### src/rtl/lc3_pkg.sv
// Shared LC-3 datapath constants and writeback request types.
package lc3_pkg;

  localparam int LC3_WIDTH = 16;
  localparam int LC3_NREG  = 8;
  localparam int LC3_RA_W  = 3;

  typedef logic [LC3_RA_W-1:0] lc3_reg_addr_t;

  typedef struct packed {
    logic                 valid;
    lc3_reg_addr_t        addr;
    logic [LC3_WIDTH-1:0] data;
  } lc3_wb_req_t;

endpackage

### src/rtl/rr_arbiter.sv
// Round-robin arbiter: one-hot grant from a rotating priority pointer.
module rr_arbiter #(
  parameter int N = 3
) (
  input  logic         clk,
  input  logic         rst_n,
  input  logic [N-1:0] req,
  input  logic         hold,
  output logic [N-1:0] gnt
);

  localparam int PW = (N > 1) ? $clog2(N) : 1;

  logic [PW-1:0] ptr_q;
  logic [PW-1:0] ptr_d;
  logic [PW-1:0] idx_s;
  logic          found_s;

  // Scan from ptr upward (wrapping) for the first valid request.
  always_comb begin
    gnt     = '0;
    ptr_d   = ptr_q;
    idx_s   = '0;
    found_s = 1'b0;
    if (rst_n && !hold) begin
      for (int k = 0; k < N; k++) begin
        idx_s = PW'((int'(ptr_q) + k) % N);
        if (!found_s && req[idx_s]) begin
          found_s    = 1'b1;
          gnt[idx_s] = 1'b1;
          ptr_d      = (idx_s == PW'(N - 1)) ? '0 : idx_s + PW'(1);
        end else begin
          found_s = found_s;
        end
      end
    end else begin
      gnt = '0;
    end
  end

  // Pointer register; advances only on a transfer.
  always_ff @(posedge clk or negedge rst_n) begin
    if (!rst_n) begin
      ptr_q <= '0;
    end else begin
      ptr_q <= ptr_d;
    end
  end

endmodule

### src/rtl/regfile_wb_arbiter.sv
// Register-file writeback arbiter: round-robin grant, registered write port,
// and per-register pending scoreboard for decode hazard detection.
module regfile_wb_arbiter
  import lc3_pkg::*;
#(
  parameter int WIDTH = LC3_WIDTH,
  parameter int NREQ  = 3,
  parameter int NREG  = LC3_NREG,
  parameter int AW    = LC3_RA_W
) (
  input  logic                  clk,
  input  logic                  rst_n,
  input  logic [NREQ-1:0]       req_valid,
  input  logic [NREQ*AW-1:0]    req_addr,
  input  logic [NREQ*WIDTH-1:0] req_data,
  output logic [NREQ-1:0]       req_ready,
  input  logic                  wb_hold,
  input  logic                  rsv_en,
  input  logic [AW-1:0]         rsv_addr,
  output logic [NREG-1:0]       busy,
  output logic                  rf_wr_en,
  output logic [AW-1:0]         rf_wr_addr,
  output logic [WIDTH-1:0]      rf_wr_data
);

  logic [NREQ-1:0]  gnt_s;
  logic             wr_en_d,   wr_en_q;
  logic [AW-1:0]    wr_addr_d, wr_addr_q;
  logic [WIDTH-1:0] wr_data_d, wr_data_q;
  logic [NREG-1:0]  busy_d,    busy_q;

  rr_arbiter #(.N(NREQ)) u_arb (
    .clk   (clk),
    .rst_n (rst_n),
    .req   (req_valid),
    .hold  (wb_hold),
    .gnt   (gnt_s)
  );

  assign req_ready = gnt_s;

  // Select the granted request; address/data hold when nothing is granted.
  always_comb begin
    wr_en_d   = |gnt_s;
    wr_addr_d = wr_addr_q;
    wr_data_d = wr_data_q;
    for (int i = 0; i < NREQ; i++) begin
      if (gnt_s[i]) begin
        wr_addr_d = req_addr[i*AW +: AW];
        wr_data_d = req_data[i*WIDTH +: WIDTH];
      end else begin
        wr_en_d = wr_en_d;
      end
    end
  end

  // Scoreboard: a reservation on the same edge as the completing write wins.
  always_comb begin
    busy_d = busy_q;
    if (wr_en_q) begin
      busy_d[wr_addr_q] = 1'b0;
    end else begin
      busy_d = busy_q;
    end
    if (rsv_en) begin
      busy_d[rsv_addr] = 1'b1;
    end else begin
      busy_d = busy_d;
    end
  end

  // Output and scoreboard registers; reset drops any write in flight.
  always_ff @(posedge clk or negedge rst_n) begin
    if (!rst_n) begin
      wr_en_q   <= 1'b0;
      wr_addr_q <= '0;
      wr_data_q <= '0;
      busy_q    <= '0;
    end else begin
      wr_en_q   <= wr_en_d;
      wr_addr_q <= wr_addr_d;
      wr_data_q <= wr_data_d;
      busy_q    <= busy_d;
    end
  end

  assign rf_wr_en   = wr_en_q;
  assign rf_wr_addr = wr_addr_q;
  assign rf_wr_data = wr_data_q;
  assign busy       = busy_q;

endmodule

### config.mk
export PLATFORM = sky130hd
export DESIGN_NAME = regfile_wb_arbiter
export DESIGN_NICKNAME = d
export VERILOG_FILES = /design/src/rtl/lc3_pkg.sv /design/src/rtl/rr_arbiter.sv /design/src/rtl/regfile_wb_arbiter.sv
export SDC_FILE = /design/constraint.sdc
export NUM_CORES = 1
export LEC_CHECK = 0
export ABC_CLOCK_PERIOD_IN_PS = 4600
export CORE_MARGIN = 2
export CORE_UTILIZATION = 45
export CTS_BUF_LIST = sky130_fd_sc_hd__clkbuf_8
export DETAILED_ROUTE_END_ITERATION = 10
export GPL_TIMING_DRIVEN = 0
export PLACE_DENSITY = 0.85
export SYNTH_ARGS = -nofsm -noshare
export SYNTH_HDL_FRONTEND = slang
export SYNTH_SLANG_ARGS = --single-unit
### constraint.sdc
create_clock -name clk -period 4.6 [get_ports clk]
set_input_delay 1.15 -clock clk [delete_from_list [all_inputs] [get_ports clk]]
set_output_delay 1.15 -clock clk [all_outputs]
set_load 0.005 [all_outputs]
======== Word-level counts from Yosys, hierarchy flattened ========
Cells that the tools add are included.
storage, ports and cells
  flip-flop bits (word level) ............. 30
  input port bits ......................... 67
cells by class
  add/sub/neg operators ................... 5
  divide/modulo/power cells ............... 3
  magnitude comparators ................... 10
  eq/ne operators ......................... 3
  muxes and demuxes ....................... 40
  bitwise gates (word level) .............. 5
  reductions and logical operators ........ 15
operators with widths
  operator               number
  $mod 32x3->32 const B  2
  $mux 16                3
  $mod 3x3->32 const B   1
  $mux 3                 9
  $mux 8                 2
  $mux 1                 12
  $mux 2                 6
  $lt 2x3->1 const B     3
  $and 8x8->8            1
  $logic_and 1x1->1      8
  $lt 3x4->1 const B     2
  $not 8->8              1
  $or 8x8->8             1
  $add 2x1->2 const B    3
  $bmux 1 s2             3
  $demux 1 s2            3
  $demux 1 s3            2
  $eq 2x2->1 const B     3
  $ge 2x1->1 const B     3
  $ge 3x1->1 const B     2
  $or 3x3->3             2
  $reduce_bool 3->1      2
  $add 2x1->3 const B    1
  $add 2x2->3 const B    1
  other kinds (3)        5

======== Longest topological paths before layout ========
  word-level depth ........................ 16
  gate-level depth with buffers ........... 11
  gate-level depth less buffers ........... 8

======== Cells and area by module ========
Synthesis repeated with hierarchy kept, for this count alone.
second synthesis, totals
  cell total of the unflattened synthesis .. 190
  area total of the unflattened synthesis .. 1874.3 um^2
modules (own cells, without submodules)
  module              times used  cells each  area an instance (um^2)  sequential area each (um^2)
  regfile_wb_arbiter  1           139         1477.7                   700.7
  rr_arbiter          1           51          396.6                    50.0

======== Least setup slack after synthesis ========
OpenSTA, ideal clock, no wires.
  kind .................................... input to output
  from .................................... input req_valid[2]
  to ...................................... output req_ready[2]
  arrival time ............................ 2.298 ns
  data required time ...................... 3.450 ns
  setup slack ............................. 1.152 ns
  stages on the path ...................... 7
  path through ............................ nor2b_1 -> mux2_4 -> a22o_1 -> a21oi_1 -> nand2b_1 -> buf_2 -> inv_1
between the ends
  longest elaborated chain between the ends .. 12
ends and longest elaborated chain
  what                          RTL line                  source
  from (decl)                   regfile_wb_arbiter.sv:13  input logic [NREQ-1:0] req_valid,
  $bmux 1 s2                    rr_arbiter.sv:28          if (!found_s && req[idx_s]) begin
  $mux 1 (implied by the code)  rr_arbiter.sv:28
  $mux 1                        rr_arbiter.sv:28
  $mux 1                        rr_arbiter.sv:25          if (rst_n && !hold) begin
  $logic_not 1->1               rr_arbiter.sv:28
  $logic_and 1x1->1             rr_arbiter.sv:28
  $mux 1                        rr_arbiter.sv:28
  $mux 1                        rr_arbiter.sv:25
  $logic_not 1->1               rr_arbiter.sv:28
  $logic_and 1x1->1             rr_arbiter.sv:28
  $mux 3 *                      rr_arbiter.sv:28
  $mux 3 *                      rr_arbiter.sv:25
  to (decl)                     regfile_wb_arbiter.sv:16  output logic [NREQ-1:0] req_ready,
Mark *: on every way between the ends. The rest lies on a longest branch, timed or not. The select of a mux whose other input is x is not followed.

======== Final worst setup path ========
  from .................................... input req_valid[1]
  to ...................................... output req_ready[2]
Same word-level chain as after synthesis.

==> summary.txt <==
Critical path
  • Worst path top cell family by delay: buffers and inverters
  • CP Data Required Time: 3.45 ns
  • Worst r2r src: u_arb.ptr_q[1]
  • Startpoint Class: input port
  • Arr. time, crit path: about 3.4 ns
  • CP peak stage delay: around 0.6 ns
  • Worst-path cell chain: clkdlybuf4s50_1, nand2b_4, mux2_4, a22o_1, a21oi_2, nand2b_1, clkbuf_4, inv_1, clkdlybuf4s50_1
  • Slowest library cell on the worst path: clkdlybuf4s50_1
  • CP bufs+invs: 4
  • CP Capture Type: output pin
  • CP Max Fanout: 10
  • WS Path Type: input port to output pin
  • Most frequent cell on the critical path: clkdlybuf4s50_1
  • Worst setup path start: req_valid[1]

Global route
  • Vias in the first global route: 1958
  • First-pass GRT wire length: ~9400 um
  • M1 GR Usage: 0.3125
  • Gr ovfl total: 0
  • Initial antenna violation count: 0
  • Met2 Resource Use GR: 0.3932
  • Busiest grt layer: met2
  • Largest net degree at the start of global routing: 33
  • Met3 GRT Util: 0.06686
  • GRT Util Overall: 0.2373

Yosys
  • Mux contribution to synthesized area: 0.03673
  • Syn Inst Count: approximately 190
  • Post-synthesis compound-gate area fraction: 0.2777
  • Adder-cell share of the synthesized area: 0.02577
  • Post-Syn Area: 0.001942 sq mm
  • Post-synthesis sequential area ratio: 0.3866
  • Yosys warnings: 0
  • Mean post-synth cell area: ~10 sq um
  • Mapped Nets: 263
  • #FFs+latches synth: 30
  • Post-Synth XOR/XNOR Area: 0
  • Synth cell types: 35
  • Simple-gate share of the synthesized area: 0.2171
  • Largest family of logic cells by synthesized area: compound AO/OA/AOI/OAI gates

Placement
  • HPWL after DPL: around 4200 um
  • GPL Wtd Cong: 0.8507
  • Placed cell count: ~340
  • Port Buffer Count: 97
  • Post-DP Area: slightly below 0.003 sq mm

Timing
  • Tmin final: between 4 and 5 ns
  • Fin. max-slew vios: 0
  • RSZ-0062 raised after global routing: no
  • Total negative slack: 0 ns
  • Slew Limit Headroom: 0.5143
  • Slew @ Worst Pin: around 0.73 ns
  • Clock skew: 0.002140 ns
  • # setup viols final: 0
  • Fmax achieved: roughly 220 MHz
  • Fin crit share: 0.9832
  • Fin. Hold Viols: 0
  • Min Hold Slack: 0.4993 ns

Detailed routing
  • Initial DRC count: approximately 140
  • Vias per cell: 5.591
  • Avg WL per Cell: 15.98 um
  • Remaining antenna violation count: 0
  • Drt total wl: 5544 um
  • 1st-pass router iterations: 4
  • # DRC: 0
  • Via count: 1940

Clocking
  • Post CTS Setup Buffer Count: 0
  • Post-CTS resize count: 0
  • Max Root-Sink Buffers: 2
  • Skew-Pair Late Insertion Delay: ~0.28 ns
  • Post-CTS Hold Buffers: 0
  • Clock tree sinks: 30
  • # H-tree levels: 2
  • CTS Root Buffer Type: clkbuf_8
  • Total CTS buffers: 5
  • TritonCTS clock tree: done
  • Clock transition at path regs: approximately 0.070 ns

Final layout
  • Post-Layout Inst Area: between 0.003 and 0.004 sq mm
  • Total Nets Final: ~370
  • Synth-to-Final Area Change: 58.51%
  • Share of layout cells above drive strength 1: 0.1414
  • Fin cells: about 350
  • ANT cells: 0

Outcome
  • Outcome: finished, final reports clean

Die
  • Core area: slightly above 0.004 sq mm
  • Die Ht: about 70 um
  • Initial Utilization: 0.4752
  • Die X-Extent: around 70 um
  • I/O pin total: between 90 and 100
  • # rows: 23
  • Die area: around 0.005 sq mm

Power and ir drop
  • IR drop worst, VDD: roughly 350 uV
  • Pleak: between 1 and 1.5 nW
  • P per Cell Area: between 500 and 600 mW/mm^2

Hold path
  • Hold Crit Start: busy[0]
  • Worst min path class: flip-flop to flip-flop

Flow run
  • Max-Cap Viols: 0
## final timing paths
check                      slack (ns)  cells after the start        endpoint
max                              0.08                      9    req_ready[2]
min                              0.50                      2         busy[0]
max reg2reg                      2.11                      9   rf_wr_data[2]
min reg2reg                      0.50                      2         busy[0]
max in group asynchronous        3.20                      1   rf_wr_data[1]
min in group asynchronous        0.92                      1  rf_wr_data[11]
## cells in the final DEF (no fill, tap or decap), drive strengths merged, types with 5 or more instances in the layout
cell type      synthesis  final
inv                    5      5
o221a                 20     20
nand2b                11     11
and4b                 19     19
nand2                  7      7
clkbuf                 4     11
buf                   10     10
nor2                  22     22
clkdlybuf4s50          0     96
o21ai                 33     33
dfrtp                 30     30
## synth_stat cells
master / n / area (sq um)
nand2_1: 6 / 22.52
a22o_1: 1 / 8.760
o221a_1: 11 / 123.9
a31oi_2: 1 / 12.51
a21oi_1: 1 / 5.000
o221a_2: 9 / 101.4
clkbuf_1: 4 / 15.01
o22a_1: 1 / 8.760
mux2_2: 1 / 11.26
a21oi_2: 1 / 8.760
mux2i_1: 3 / 30.03
o21ai_1: 19 / 95.09
inv_1: 5 / 18.77
nand3b_1: 1 / 7.510
nand2_2: 1 / 6.260
a21o_1: 2 / 15.01
or2_2: 1 / 6.260
and3b_1: 1 / 8.760
nand4b_1: 1 / 8.760
o31ai_1: 4 / 30.03
nand2b_1: 10 / 62.56
buf_2: 6 / 30.03
mux2_4: 2 / 30.03
and4b_1: 19 / 190.2
o211ai_2: 1 / 12.51
a2bb2o_4: 1 / 20.02
a211oi_4: 1 / 20.02
o21ai_0: 14 / 70.07
nor2_1: 22 / 82.58
nand2b_4: 1 / 13.76
ha_1: 4 / 50.05
dfrtp_1: 30 / 750.7
nor2b_1: 2 / 12.51
buf_6: 4 / 45.04
o211ai_1: 1 / 7.510
## cells by family (layout without fill, tap and decap cells)
| family | after synthesis | count (layout) |
|---|---|---|
| AND/OR/NAND/NOR | 65 | 65 |
| flip-flops | 30 | 30 |
| multiplexers | 6 | 6 |
| AO/OA/AOI/OAI | 68 | 68 |
| adder cells (fa/ha/maj) | 4 | 4 |
| buffers and inverters | 19 | 124 |
## state kept, by name, summed over array words and instances (netlist names)
| register | cells |
|---|---|
| rf_wr_addr | 3 |
| rf_wr_en | 1 |
| busy | 8 |
| u_arb.ptr_q | 2 |
| rf_wr_data | 16 |
## per-stage QoR
stage | worst slack, ns | total power [mW] | util
after floorplan | 1.152 | 1.112 | -
after global placement | -0.4719 | 1.540 | 0.7281
after detailed placement | 0.01777 | 1.572 | 0.7269
after CTS | 0.01439 | 1.800 | 0.7502
after global routing | 0.005555 | 1.935 | 0.7532
final | 0.07709 | 1.794 | 0.7532
## layout make-up
type	count	area (sq um)
Multi-Input combinational cell	143	1092
Fill cell	313	1008
Timing Repair Buffer	97	965.9
Sequential cell	30	750.7
Buffer	14	92.59
Clock buffer	6	82.58
Tap cell	50	62.56
Inverter	5	18.77
Clock inverter	2	12.51
## per-layer routing
layer,vias to the layer above,wire length [um]
li1,941,-
met1,913,2386
met2,78,2669
met3,8,422
met4,0,66
met5,-,0
## power by group
part,internal (mW),switching [mW]
clock network,0.120,0.104
logic,0.608,0.487
registers,0.389,0.0849
## worst register-to-register path, stage by stage, from the launching register on
cell and delay (ns):
dfrtp_1 0.41, inv_1 0.09, ha_1 0.28, mux2i_2 0.36
nor2_1 0.07, a22o_1 0.29, a211oi_4 0.47, buf_6 0.20
o21ai_1 0.08, o221a_2 0.12
No activity file was read; power rests on OpenSTA's default activity.
